**config.mk**
```make
export PLATFORM = sky130hd
export DESIGN_NAME = dwc_vote
export DESIGN_NICKNAME = d
export VERILOG_FILES = /design/src/rtl/dwc_vote.sv
export SDC_FILE = /design/constraint.sdc
export NUM_CORES = 1
export LEC_CHECK = 0
export BUFFER_PORTS_ARGS = -buffer_cell sky130_fd_sc_hd__buf_2
export CORE_MARGIN = 2
export CORE_UTILIZATION = 50
export DETAILED_ROUTE_END_ITERATION = 12
export HOLD_SLACK_MARGIN = 0.15
export PLACE_DENSITY = 0.77
export SETUP_SLACK_MARGIN = 0.3
export SYNTH_ARGS = -nofsm -noshare
export SYNTH_HDL_FRONTEND = slang
export SYNTH_SLANG_ARGS = --single-unit
```
**constraint.sdc**
```tcl
create_clock -name clk -period 5 [get_ports clk]
set_input_delay 0.5 -clock clk [delete_from_list [all_inputs] [get_ports clk]]
set_output_delay 0.5 -clock clk [all_outputs]
set_load 0.05 [all_outputs]
```
**src/rtl/dwc_vote.sv**
```systemverilog
// dwc_vote: N-way redundant result checker with majority vote, per-core mismatch
// mask, saturating mismatch counter and interrupt reporting; one compare per three cycles.
//
//   state      | meaning
//   ST_IDLE    | waiting for start; data_in captured on the accepting edge
//   ST_COMPARE | pairwise equality and per-core agree counts registered
//   ST_REPORT  | status, counter and interrupt outputs updated; back to idle
module dwc_vote #(
    parameter int WIDTH    = 32,
    parameter int N_CORES  = 3,
    parameter int CNT_W    = 16,
    parameter int IRQ_MODE = 0
) (
    input  logic                     clk,
    input  logic                     reset,
    input  logic                     start,
    input  logic [N_CORES*WIDTH-1:0] data_in,
    input  logic                     irq_clear,
    input  logic                     cnt_clear,
    output logic                     busy,
    output logic                     result_valid,
    output logic                     match_all,
    output logic                     vote_ok,
    output logic [WIDTH-1:0]         voted_data,
    output logic [N_CORES-1:0]       mismatch_mask,
    output logic [CNT_W-1:0]         mismatch_count,
    output logic                     interrupt,
    output logic                     irq_pending
);
    localparam int NPAIR = N_CORES * N_CORES;
    localparam logic [CNT_W-1:0] CNT_MAX = '1;

    typedef enum logic [1:0] {ST_IDLE, ST_COMPARE, ST_REPORT} state_t;

    state_t             state_q, state_d;
    logic [WIDTH-1:0]   cap_q [N_CORES];
    logic [WIDTH-1:0]   cap_d [N_CORES];
    logic [NPAIR-1:0]   eq_q, eq_d, eq_now;
    logic [2:0]         agree_q [N_CORES];
    logic [2:0]         agree_d [N_CORES];

    logic               busy_q, busy_d;
    logic               result_valid_q, result_valid_d;
    logic               match_all_q, match_all_d;
    logic               vote_ok_q, vote_ok_d;
    logic [WIDTH-1:0]   voted_data_q, voted_data_d;
    logic [N_CORES-1:0] mismatch_mask_q, mismatch_mask_d;
    logic [CNT_W-1:0]   mismatch_count_q, mismatch_count_d;
    logic               interrupt_q, interrupt_d;
    logic               irq_pending_q, irq_pending_d;

    logic [N_CORES-1:0] maj;
    logic               vote_found;
    int                 vote_idx;
    logic [WIDTH-1:0]   vote_word;
    logic [N_CORES-1:0] mask_calc;
    logic               all_equal;
    logic               fire;

    // Bit i*N_CORES+j set when captured core i equals captured core j.
    always_comb begin
        eq_now = '0;
        for (int i = 0; i < N_CORES; i++) begin
            for (int j = 0; j < N_CORES; j++) begin
                eq_now[i*N_CORES + j] = (cap_q[i] == cap_q[j]);
            end
        end
    end

    // Report-side decode works only from the registered compare results.
    always_comb begin
        maj        = '0;
        vote_found = 1'b0;
        vote_idx   = 0;
        vote_word  = cap_q[0];
        mask_calc  = '1;
        for (int i = 0; i < N_CORES; i++) begin
            maj[i] = (int'(agree_q[i]) * 2 > N_CORES);
        end
        for (int i = 0; i < N_CORES; i++) begin
            if (maj[i] && !vote_found) begin
                vote_found = 1'b1;
                vote_idx   = i;
                vote_word  = cap_q[i];
            end
        end
        if (vote_found) begin
            for (int i = 0; i < N_CORES; i++) begin
                mask_calc[i] = !eq_q[i*N_CORES + vote_idx];
            end
        end
        all_equal = &eq_q;
        fire      = (IRQ_MODE != 0) || !all_equal;
    end

    always_comb begin
        state_d          = state_q;
        cap_d            = cap_q;
        eq_d             = eq_q;
        agree_d          = agree_q;
        result_valid_d   = 1'b0;
        interrupt_d      = 1'b0;
        match_all_d      = match_all_q;
        vote_ok_d        = vote_ok_q;
        voted_data_d     = voted_data_q;
        mismatch_mask_d  = mismatch_mask_q;
        mismatch_count_d = mismatch_count_q;
        irq_pending_d    = irq_pending_q;

        if (cnt_clear) mismatch_count_d = '0;
        if (irq_clear) irq_pending_d = 1'b0;

        case (state_q)
            ST_IDLE: begin
                if (start) begin
                    for (int i = 0; i < N_CORES; i++) begin
                        cap_d[i] = data_in[i*WIDTH +: WIDTH];
                    end
                    state_d = ST_COMPARE;
                end
            end
            ST_COMPARE: begin
                eq_d = eq_now;
                for (int i = 0; i < N_CORES; i++) begin
                    agree_d[i] = '0;
                    for (int j = 0; j < N_CORES; j++) begin
                        agree_d[i] = agree_d[i] + {2'b00, eq_now[i*N_CORES + j]};
                    end
                end
                state_d = ST_REPORT;
            end
            ST_REPORT: begin
                result_valid_d  = 1'b1;
                match_all_d     = all_equal;
                vote_ok_d       = vote_found;
                voted_data_d    = vote_word;
                mismatch_mask_d = mask_calc;
                // Increment after any clear so a coincident clear yields 1.
                if (!all_equal && (mismatch_count_d != CNT_MAX)) begin
                    mismatch_count_d = mismatch_count_d + CNT_W'(1);
                end
                if (fire) begin
                    interrupt_d   = 1'b1;
                    irq_pending_d = 1'b1;
                end
                state_d = ST_IDLE;
            end
            default: state_d = ST_IDLE;
        endcase

        busy_d = (state_d != ST_IDLE);
    end

    always_ff @(posedge clk or posedge reset) begin
        if (reset) begin
            state_q <= ST_IDLE;
            for (int i = 0; i < N_CORES; i++) begin
                cap_q[i]   <= '0;
                agree_q[i] <= '0;
            end
            eq_q             <= '0;
            busy_q           <= 1'b0;
            result_valid_q   <= 1'b0;
            match_all_q      <= 1'b0;
            vote_ok_q        <= 1'b0;
            voted_data_q     <= '0;
            mismatch_mask_q  <= '0;
            mismatch_count_q <= '0;
            interrupt_q      <= 1'b0;
            irq_pending_q    <= 1'b0;
        end else begin
            state_q          <= state_d;
            cap_q            <= cap_d;
            agree_q          <= agree_d;
            eq_q             <= eq_d;
            busy_q           <= busy_d;
            result_valid_q   <= result_valid_d;
            match_all_q      <= match_all_d;
            vote_ok_q        <= vote_ok_d;
            voted_data_q     <= voted_data_d;
            mismatch_mask_q  <= mismatch_mask_d;
            mismatch_count_q <= mismatch_count_d;
            interrupt_q      <= interrupt_d;
            irq_pending_q    <= irq_pending_d;
        end
    end

    assign busy           = busy_q;
    assign result_valid   = result_valid_q;
    assign match_all      = match_all_q;
    assign vote_ok        = vote_ok_q;
    assign voted_data     = voted_data_q;
    assign mismatch_mask  = mismatch_mask_q;
    assign mismatch_count = mismatch_count_q;
    assign interrupt      = interrupt_q;
    assign irq_pending    = irq_pending_q;

endmodule

```
Yosys cells after proc, flatten, opt, wreduce, memory -nomap -nowiden
Index checks and enable logic that the tools add are counted.
Word-level totals
  flip-flop bits (word level): 173
  bits of input ports: 101
  output and inout port bits: 57
  logic and storage cells: 82
Operators by class
  add/subtract/negate cells: 9
  magnitude comparators: 6
  equality and inequality tests: 9
  mux-type cells: 28
  reductions and logical operators: 13
Operators by type and width (number)
  $eq 32x32->1: 6
  $lt 32x6->1 const B: 3
  $mux 32: 3
  $mux 16: 3
  $add 3x32->32 const A: 1
  $add 4x32->32 const A: 1
  $add 16x1->16 const B: 1
  $mux 1: 16
  $ne 16x16->1 const B: 1
  $bmux 1 s4: 3
  $gt 4x2->1 const B: 3
  $reduce_and 9->1: 1
  $add 2x1->3: 2
  $logic_not 1->1: 6
  $pmux 2 s2: 1
  $add 2x1->3 const B: 1
  $logic_and 1x1->1: 3
  $mux 3: 1
  $add 1x1->2: 1
  $add 1x1->2 const A: 1
  $add 1x1->2 const B: 1
  $eq 2x1->1 const B: 1
  $eq 2x2->1 const B: 1
  $logic_not 2->1: 1
  3 further kinds: 3

Logic depth before layout (Yosys ltp)
Gate-level depths: netlist of the first run.
  depth after elaboration: 14
  gate-level depth with buffers: 8
  gate-level depth less buffers: 7

Least setup slack after synthesis of the first run
Ideal clock, no wire load.
  kind: register to register
  from: register mismatch_count_q[0], in the netlist mismatch_count[0]
  to: register mismatch_count_q[1], in the netlist mismatch_count[1]
  library setup time: 0.128 ns
  arrival time: 2.182 ns
  data required time: 4.872 ns
  path slack: 2.690 ns
  cell stages (with the launch flop): 7
  buffers on the path: 0
  clock period less this slack: 2.310 ns
  path through: dfrtp_1 -> nor2b_1 -> ha_1 -> and4b_1 -> nand4_1 -> o21ai_4 -> mux2_1
Between the ends
  cells in the longest elaborated chain, start to end: 5
  elaborated cells between the ends (all ways): 6
  classes of those cells: add/sub: 1; eq/ne: 1; mux: 3; reduce/logical: 1
RTL lines
  from (decl): RTL line 48  | logic [CNT_W-1:0] mismatch_count_q, mismatch_count_d;
  from (signal assigned): RTL line 182  | mismatch_count_q <= mismatch_count_d;
  $mux 16 *: RTL line 110  | if (cnt_clear) mismatch_count_d = '0;
  branches (longest 2 deep; another with $add 16x1->16)
  $mux 16 *: RTL line 139  | if (!all_equal && (mismatch_count_d != CNT_MAX)) begin
  $mux 16 *: RTL line 113  | case (state_q)
  net mismatch_count_d[1]: RTL line 48
Mark *: on every way through the listed nets, which the timed path passes.
A chain may end at the register's enable or synchronous reset.

Final worst setup path of the first run
  from: register state_q[0]
  to: register cap_q[63] (netlist name)
Between the ends
  cells in the longest elaborated chain, start to end: 2
RTL lines
  from (decl): RTL line 35  | state_t state_q, state_d;
  from (signal assigned): RTL line 172  | state_q <= state_d;
  $logic_not 2->1: RTL line 113
  $reduce_and 2->1 (no source line)
  to (signal assigned): RTL line 173  | cap_q <= cap_d;
  to (decl): RTL line 36  | logic [WIDTH-1:0] cap_q [N_CORES];
Every way passes these cells.

==> key figures, run 1 <==
Pwr
  • Peak VDD IR: approximately 0.43 mV
  • Leakage: just over 0.004 uW
  • Total power draw: between 5000 and 6000 uW
  • Pwr dens: between 500 and 600 nW/um2

Worst setup path
  • Critical path buffers and inverters: 2
  • R2R cell count: 4
  • Critical Path End Type: register
  • Crit path DAT: between 2 and 3 ns
  • Worst-path maximum fanout: 57
  • Req. time, crit path: about 5.3 ns
  • Top delay family on crit path: buffers and inverters
  • Worst setup SP type: register
  • Setup CP Type: register to register
  • Highest cell delay on the worst timing path: about 0.7 ns
  • CP dominant cell by count: buf_4
  • Reg2Reg Setup Slack: approximately 2.6 ns
  • R2R Path Start: state_q[0]
  • Worst r2r dst: cap_q[63]
  • CP Cell Sequence: nor3b_4, buf_4, buf_4, mux2_2
  • Slowest cell on crit path: buf_4

STA
  • Tmin final: 2.351 ns
  • Fmax: between 0.4 and 0.5 GHz
  • Clk_skew: slightly below 0.008 ns
  • Worst-margin pin slew: 1.162 ns
  • Pins Over Slew Limit: 0
  • Period utilization: roughly 47%
  • Final setup viols: 0
  • Hold Violations, Final: 0
  • Unrepaired setup endpoints after global routing: false
  • Slew headroom: 22.52%
  • Setup Total Neg Slack: 0 ns

Place
  • Dpl hpwl: between 10000 and 15000 um
  • Port buffer count: 157
  • Gpl congestion: roughly 0.87

Min path
  • Hold depth: 2
  • HP Class: input pin to register
  • Worst hold endpoint: irq_pending
  • Worst hold start: irq_clear

Outcome
  • Outcome: completed

Clock tree
  • Worst-path clk slew: 0.06 ns
  • CTS Buffer Depth: 2
  • Clock sink count: between 150 and 200
  • CTS Buf Count: 17
  • Post-CTS setup buffers: 0
  • H-tree levels: 4
  • Clock latency on the worst-skew pair: around 0.43 ns
  • Cts repair resizes: 0
  • Clock root buffer: clkbuf_16
  • # hold bufs at CTS: 0
  • CTS tree: yes

Synthesis
  • Mean Syn Cell Area: 11.48 um2
  • Top-area cell type share of the netlist area: about 52%
  • Synthesized flop and latch total: between 150 and 200
  • Ranking of synthesized cells by area: dfrtp_1 (52%), mux2_2 (14%), xnor2_1 (11%)
  • Synth Cell Area: a little under 8000 um2
  • Syn Nets: approximately 800
  • Register area share after synthesis: between 50% and 60%
  • Cells after synthesis: around 680
  • Synth warn: 0
  • Netlist cell types: between 40 and 50
  • Leading area contributor after synthesis: dfrtp_1

Floorplan
  • Starting density of the core: approximately half
  • Die ar.: between 15000 and 20000 um2
  • Die Y: ~130 um
  • Die X: 128.9 um
  • Core area: ~15000 um2
  • Site Rows: 45
  • I/O Pins: between 150 and 200

Drt
  • Starting DRC count in detailed routing: 406
  • # DRC: 0
  • Vias/cell: about 5.8
  • Vias: about 5900
  • ANT nets after route: 0
  • Wire per inst: just under 20 um
  • Pre-antenna DRT Iters: 5
  • Routed wire length: 20040 um

Cells and area
  • FILL cells: ~1200
  • P&R area growth vs syn: 20.60%
  • Inserted Diodes: 0
  • Share of cells above drive strength 1: a little over a third
  • Layout Nets: just over 900

Run
  • Max-cap violations: 0

GRT
  • Largest net degree at the start of global routing: 163
  • Initial antenna violation count: 0
  • Vias in the first global route: between 5000 and 6000
  • Gr usage total: approximately 25%
  • Global route overflow: 0
  • First-pass GRT wire length: between 30000 and 40000 um
## metal layers
metal  share of wire [%]  GRT usage [%]  routed length [um]  vias to the layer above
met4                 1.7          7.097                 340                        0
met3                 7.5          6.445                1495                       26
met1                  42          34.04                8466                     2947
met2                  49          40.09                9736                      251
met5                   0              0                   0                        -
li1                    -              -                   -                     2693
## power breakdown
group          leakage (uW)  switching (uW)  total, uW  internal [uW]
combinational       0.00180            1050       1710            662
sequential          0.00192             409       2070           1660
clock              0.000314             522       1470            948
total               0.00403            1980       5250           3270
## synth_stat cells
cell type  instances
or3_4              1
nand4b_4           1
nor3b_2            1
or4_1              1
a22oi_1           32
nor4_1             5
or3_1              1
a31oi_1           32
a21oi_1            3
buf_1              3
nand3_2            1
dfrtp_1          162
and3_1             3
o22ai_1            1
and4b_1            2
o211ai_1           1
mux2_2            96
buf_6              1
nand3_1           11
nand4_1           24
nand3b_1           2
clkbuf_1          18
nor2b_1            4
and4_1             1
o21ai_0           11
and2_1             1
xor2_1             7
inv_1              5
mux2i_1            2
buf_2             12
ha_1               1
nor4b_4            1
o21ai_4            1
xnor2_1          100
nor4_2             2
nor2_1            53
mux2_1             1
nand2b_1           9
nor3_1             9
nand2_1           56
nor3b_1            1
## flip-flops by register name, indices dropped and copies added, names as in the netlist, 2 cells and up
signal	cells
agree_q	3
cap_q	96
eq_q	4
mismatch_count	16
mismatch_mask	3
state_q	2
voted_data	32
## worst max-delay path by stage
stage                          start          to  depth (start not counted)
after CTS                 state_q[0]   cap_q[72]                          4
after global placement         start   cap_q[58]                          5
after detailed placement       start   cap_q[80]                          5
final                     state_q[0]   cap_q[63]                          4
after global routing      state_q[0]   cap_q[55]                          4
after floorplan                reset  agree_q[1]                          1
## layout by cell type, fill, tap and decap left out, types with 3 or more instances in the layout
master      netlist  layout
a31oi_1          32      32
buf_2            12     157
clkinvlp_4        0       3
nor3_1            9       9
xor2_1            7       7
clkbuf_16         0      17
nand3_1          11      11
xnor2_1         100     100
bufinv_16         0       6
clkbuf_1         18       4
buf_4             0       4
o21ai_0          11      11
nand4_1          24      24
nor2b_1           4       3
nor4_1            5       5
and3_1            3       3
a21oi_1           3       3
inv_1             5       3
mux2_2           96      96
nand2_1          56      56
a22oi_1          32      32
dfrtp_1         162     162
nand2b_1          9       9
nor2_1           53      52
## layout make-up
cell class | count | area (um2) | area share (%)
Timing Repair Buffer | 162 | 835.8 | 8.892
Inverter | 5 | 22.52 | 0.2396
Tap cell | 188 | 235.2 | 2.503
Multi-Input combinational cell | 478 | 3592 | 38.22
Sequential cell | 162 | 4054 | 43.13
Clock buffer | 22 | 454.2 | 4.832
Clock inverter | 10 | 205.2 | 2.183
## metrics by stage
step / instances / hold slack, ns / setup slack [ns] / instance area, um2 / util, %
global route: 1027 / 0.2449 / 2.535 / 9399 / 61.83
detailed placement: 995 / 0.4650 / 2.507 / 8740 / 57.49
global placement: 995 / 0.4592 / 2.504 / 8740 / 57.49
finish: 1027 / 0.2528 / 2.649 / 9399 / 61.83
floorplan: 679 / 0.4570 / 2.443 / 7797 / -
CTS: 1027 / 0.2504 / 2.652 / 9399 / 61.83
## cell families after synthesis
logic type / after synthesis / share of synthesized area, %
simple gates: 190 / 12.43
flops: 162 / 52.01
xor+xnor: 107 / 12.02
mux: 99 / 14.27
compound gates: 81 / 6.935
buf+inv: 39 / 2.167
fa+ha+maj: 1 / 0.1605
Power figures use the tool's default switching activity.
==> inputs of run 2 (changes only) <==
Clock period 5 ns to 2.1 ns, I/O delays scaled along.
==> key figures, run 2 (same netlist as run 1, synthesis figures left out) <==
Pwr
  • Power share of the clock group: 26.9% (-1.1 points)
  • Gate power share: 34.0% (+1.4 points)
  • Pwr dens: 1192 nW/um2 (+110%)
  • Total power draw: 12700 uW (+140%)
  • Switching power: 4783 uW (+140%)
  • Leakage: 0.004563 uW (+13%)
  • Internal power: 7921 uW (+140%)
  • Sw Ratio: 37.65% (about the same)
  • Peak VDD IR: 0.8382 mV (+95%)
  • Sequential power share: 39.0% (-0.4 points)

Cells and area
  • Max reg flops: 96 (unchanged)
  • Layout Nets: 1048 (+13%)
  • P&R area growth vs syn: 36.76%
  • Most frequent cells in the layout: dfrtp_1 (162), buf_2 (157), xnor2_1 (99), dlygate4sd3_1 (99), mux2_2 (96)
  • Post-route design area: 10660 um2 (+13%)
  • Inserted Diodes: 0 (unchanged)
  • Non-Filler Instances: 1143 (+11%)
  • Largest Register: cap_q
  • Leading cell type in the layout, fill and taps excluded: dfrtp_1
  • Share of cells above drive strength 1: 34.76% (-0.87 points)

Floorplan
  • Core area: 15200 um2 (unchanged)
  • Die X: 128.9 um (unchanged)
  • Die ar.: 16600 um2 (unchanged)
  • Starting density of the core: 51.27% (unchanged)
  • Die Y: 128.9 um (unchanged)
  • I/O Pins: 158 (unchanged)
  • Site Rows: 45 (unchanged)

Worst setup path
  • Crit path DAT: 2.13 ns (-0.53 ns)
  • Critical Path End Type: register
  • Req. time, crit path: 2.40 ns (-2.91 ns)
  • Worst setup SP type: register
  • Setup CP Type: register to register
  • Worst-path maximum fanout: 5 (-91%)

STA
  • Worst-margin pin slew: 0.4794 ns (-0.6827 ns)
  • Final setup viols: 0 (unchanged)
  • Tmin final: 1.829 ns (-0.5215 ns)
  • Fmax: 0.5467 GHz (+29%)
  • Clk_skew: 0.009827 ns (+0.001924 ns)
  • Final worst slack: 0.2710 ns (-2.378 ns)
  • Min Hold Slack: 0.2779 ns (+0.02507 ns)
  • Hold Violations, Final: 0 (unchanged)
  • Period utilization: 87.10% (+40 points)
  • Unrepaired setup endpoints after global routing: true
  • Pins Over Slew Limit: 0 (unchanged)
  • Slew headroom: 68.04% (+46 points)

Outcome
  • Outcome: completed

GRT
  • Vias in the first global route: 6445 (+11%)
  • Global route overflow: 0 (unchanged)
  • Largest net degree at the start of global routing: 86 (-47%)
  • GR met2 Demand/Resource: 45.81% (+5.7 points)
  • Gr usage total: 27.39% (+2.3 points)
  • First-pass GRT wire length: 34520 um (+9.3%)
  • Met1 usage: 35.75% (+1.7 points)
  • Initial antenna violation count: 0 (unchanged)
  • Met3 GRT Util: 6.154% (-0.29 points)
  • GRT busiest layer: met2

Clock tree
  • CTS Buf Count: 17 (unchanged)
  • Worst-path clk slew: 0.06 ns (about the same)
  • CTS tree: yes
  • Clock sink count: 162 (unchanged)
  • Clock root buffer: clkbuf_16
  • H-tree levels: 4 (unchanged)
  • CTS Buffer Depth: 2 (unchanged)
  • Clock latency on the worst-skew pair: 0.43 ns (about the same)

Drt
  • Vias: 6342 (+7.2%)
  • Starting DRC count in detailed routing: 545 (+34%)
  • ANT nets after route: 0 (unchanged)
  • Pre-antenna DRT Iters: 6 (+1)
  • # DRC: 0 (unchanged)
  • Wire per inst: 19.34 um (-0.86%)
  • Vias/cell: 5.549 (-3.7%)
  • Routed wire length: 22110 um (+10%)

Place
  • Gpl congestion: 0.8766 (+0.70%)
  • Placement Setup Slack: 0.05554 ns (-2.452 ns)
  • Placement Cell Area: 8887 um2 (+1.7%)
  • Port buffer count: 157 (unchanged)
  • Dpl hpwl: 13650 um (+1.8%)
  • Placed insts: 1008 (+1.3%)

Run
  • Max-cap violations: 0 (unchanged)

Min path
  • HP Class: input pin to register
-- run 2: through the flow --
stage,setup TNS (ns),utilization [%]
after detailed placement,0,58.46
final,0,70.12
after global routing,0,70.12
after CTS,0,69.75
after global placement,0,58.46
after floorplan,-28.03,-
-- run 2: timing repair --
item / 4_1_cts / 5_1_grt
setup endpoints to repair: 15 / 15
pin swaps: 4 / 6
hold buffers: 99 / 0
resized for setup: 9 / 10
buffers inserted: 6 / 2
endpoints found under the hold margin: 260 / 0
-- run 2: per-layer routing --
metal	share of wire (%)	up-vias	wire, um
li1	-	2911	-
met1	40	3100	8949
met4	2.2	0	488
met5	0	-	0
met2	50	292	11080
met3	7.2	39	1595
-- run 2: area by class of cell --
cell class / instances / area [um2]
multi-input combinational: 478 / 3666
clock inverter: 11 / 214.0
timing repair buffer: 282 / 2042
fill: 1051 / 4543
sequential: 162 / 4054
inverter: 5 / 22.52
tap: 188 / 235.2
clock buffer: 17 / 425.4
-- run 2: worst max-delay path, cell delays in order, from the launching register on --
cell,delay [ns]
dfrtp_1,0.34
nor2b_4,0.18
ha_4,0.17
and4b_1,0.20
nand4_1,0.20
o21ai_4,0.27
mux2_1,0.35
-- run 2: worst paths after layout --
kind / slack (ns) / start / endpoint / depth (start not counted)
setup / recovery: 0.27 / mismatch_count[0] / mismatch_count[1] / 6
hold / removal: 0.28 / cnt_clear / mismatch_count[5] / 3
setup reg to reg: 0.27 / mismatch_count[0] / mismatch_count[1] / 6
hold reg to reg: 0.49 / mismatch_mask[1] / mismatch_mask[1] / 2
max in group asynchronous: 1.24 / reset / cap_q[83] / 4
min in group asynchronous: 0.48 / reset / mismatch_count[1] / 4
-- run 2: power by group through the flow --
| stage | Combinational (uW) | Sequential (uW) | Clock (uW) |
|---|---|---|---|
| 2_1_floorplan | 1880 | 5940 | 0 |
| 3_3_place_gp | 4030 | 4930 | 0 |
| 3_5_place_dp | 4070 | 4970 | 0 |
| 4_1_cts | 4270 | 4930 | 3440 |
| 5_1_grt | 4580 | 5080 | 3610 |
| 6_report | 4320 | 4960 | 3420 |
==> inputs of run 3 (changes only) <==
Settings changed: CORE_UTILIZATION 50 to 35, PLACE_DENSITY 0.77 to not set.
==> key figures, run 3 (same netlist as run 1, synthesis figures left out) <==
Outcome
  • Outcome: completed

Cells and area
  • Post-route design area: 10820 um2 (+1.5%)
  • Layout Nets: 1051 (+0.29%)
  • Leading cell type in the layout, fill and taps excluded: dfrtp_1
  • Inserted Diodes: 0 (unchanged)
  • Non-Filler Instances: 1242 (+8.7%)
  • Share of cells above drive strength 1: 34.72% (-0.045 points)
  • Max reg flops: 96 (unchanged)
  • Largest Register: cap_q
  • P&R area growth vs syn: 38.77%
  • Most frequent cells in the layout: dfrtp_1 (162), buf_2 (157), xnor2_1 (100), dlygate4sd3_1 (100), mux2_2 (96)

Pwr
  • Leakage: 0.004574 uW (+0.25%)
  • Pwr dens: 1155 nW/um2 (-3.1%)
  • Peak VDD IR: 0.6497 mV (-22%)
  • Total power draw: 12500 uW (-1.6%)

Worst setup path
  • Worst setup SP type: register
  • Setup CP Type: register to register
  • Worst-path maximum fanout: 6 (+1)
  • Req. time, crit path: 2.41 ns (about the same)
  • Critical Path End Type: register
  • Crit path DAT: 2.10 ns (-0.03 ns)
  • Reg2Reg Setup Slack: 0.31 ns (+0.04 ns)
  • R2R Path Start: mismatch_count[1]
  • R2R cell count: 6 (unchanged)
  • Setup crit start: mismatch_count[1]

STA
  • Final worst slack: 0.3073 ns (+0.03634 ns)
  • Hold Violations, Final: 0 (unchanged)
  • Period utilization: 85.37% (-1.7 points)
  • Clk_skew: 0.01283 ns (+0.003002 ns)
  • Worst-margin pin slew: 0.5227 ns (+0.04326 ns)
  • Tmin final: 1.793 ns (-0.03634 ns)
  • Slew headroom: 64.89% (-3.2 points)
  • Pins Over Slew Limit: 0 (unchanged)
  • Min Hold Slack: 0.2226 ns (-0.05529 ns)
  • Unrepaired setup endpoints after global routing: true
  • Fmax: 0.5578 GHz (+2.0%)
  • Final setup viols: 0 (unchanged)

Drt
  • Pre-antenna DRT Iters: 4 (-2)
  • # DRC: 0 (unchanged)
  • Routed wire length: 22420 um (+1.4%)
  • Vias: 6131 (-3.3%)
  • Vias/cell: 4.936 (-11%)
  • Starting DRC count in detailed routing: 368 (-32%)
  • Wire per inst: 18.05 um (-6.7%)
  • ANT nets after route: 0 (unchanged)

Floorplan
  • Starting density of the core: 35.71% (-16 points)
  • Die X: 153.2 um (+19%)
  • Die ar.: 23480 um2 (+41%)
  • Site Rows: 54 (+20%)
  • Die Y: 153.2 um (+19%)
  • Core area: 21820 um2 (+44%)
  • I/O Pins: 158 (unchanged)

Clock tree
  • Clock latency on the worst-skew pair: 0.43 ns (about the same)
  • Clock sink count: 162 (unchanged)
  • CTS Buf Count: 17 (unchanged)
  • Worst-path clk slew: 0.07 ns (about the same)
  • Clock root buffer: clkbuf_16
  • H-tree levels: 4 (unchanged)
  • CTS Buffer Depth: 2 (unchanged)
  • CTS tree: yes

Place
  • Dpl hpwl: 15610 um (+14%)
  • Placement Cell Area: 9090 um2 (+2.3%)
  • Port buffer count: 157 (unchanged)
  • Gpl congestion: 0.8331 (-5.0%)
  • Placement Setup Slack: 0.05327 ns (-0.002272 ns)
  • Placed insts: 1105 (+9.6%)

GRT
  • Initial antenna violation count: 0 (unchanged)
  • Met1 usage: 27.06% (-8.7 points)
  • Global route overflow: 0 (unchanged)
  • Met3 GRT Util: 4.338% (-1.8 points)
  • First-pass GRT wire length: 35800 um (+3.7%)
  • Gr usage total: 19.54% (-7.8 points)
  • Vias in the first global route: 6285 (-2.5%)
  • GR met2 Demand/Resource: 32.08% (-14 points)
  • GRT busiest layer: met2
  • Largest net degree at the start of global routing: 42 (-51%)

Run
  • Max-cap violations: 0 (unchanged)

Min path
  • HP Class: input pin to register
  • Hold depth: 3 (unchanged)
  • Worst hold start: cnt_clear
-- run 3: cell count changes in the layout (fill, tap and decap cells not counted), sizes merged --
cell | before | now
clkbuf | 17 | 18
buf | 183 | 185
inv | 4 | 12
dlygate4sd3 | 99 | 100
clkinv | 3 | 2
bufinv | 6 | 2
-- run 3: layer usage --
layer  share of wire, %  wire length, um
met1                 46            10230
met4               0.68              153
met3                5.4             1215
met5                  0                0
met2                 48            10820
-- run 3: final cells by class --
| type | count | area, um2 |
|---|---|---|
| tap | 280 | 350.3 |
| clock inverter | 14 | 171.4 |
| inverter | 5 | 22.52 |
| fill | 1988 | 11010 |
| clock buffer | 18 | 439.2 |
| sequential | 162 | 4054 |
| multi-input combinational | 478 | 3669 |
| timing repair buffer | 285 | 2110 |
-- run 3: timing repair --
item,in CTS,in global routing
setup buffers,4,1
pin swaps,6,8
gates resized for setup,9,7
hold buffers,100,0
endpoints found under the hold margin,110,0
setup endpoints to repair,15,16
-- run 3: critical path, cell delays in order, from the launching register on --
cell	delay (ns)
dfrtp_1	0.34
nor2b_4	0.18
ha_4	0.17
and4b_1	0.19
nand4_1	0.21
o21ai_4	0.27
mux2_4	0.32
-- run 3: worst paths after layout --
kind / endpoint
worst max register to register: mismatch_count[1]
max in group asynchronous: cap_q[20]
worst min register to register: mismatch_mask[2]
min in group asynchronous: eq_q[4]
worst min-delay path: mismatch_count[3]
worst max-delay path: mismatch_count[1]
-- run 3: through the flow --
stage	setup TNS [ns]	utilization, %
finish	0	49.56
CTS	0	49.40
floorplan	-28.03	-
global route	0	49.56
detailed placement	0	41.65
global placement	0	41.65
-- run 3: where the power goes --
group,leakage (uW),internal (uW),switching [uW],total [uW]
combinational,0.00236,1770,2580,4350
clock,0.000295,1830,1400,3230
sequential,0.00192,3950,959,4910
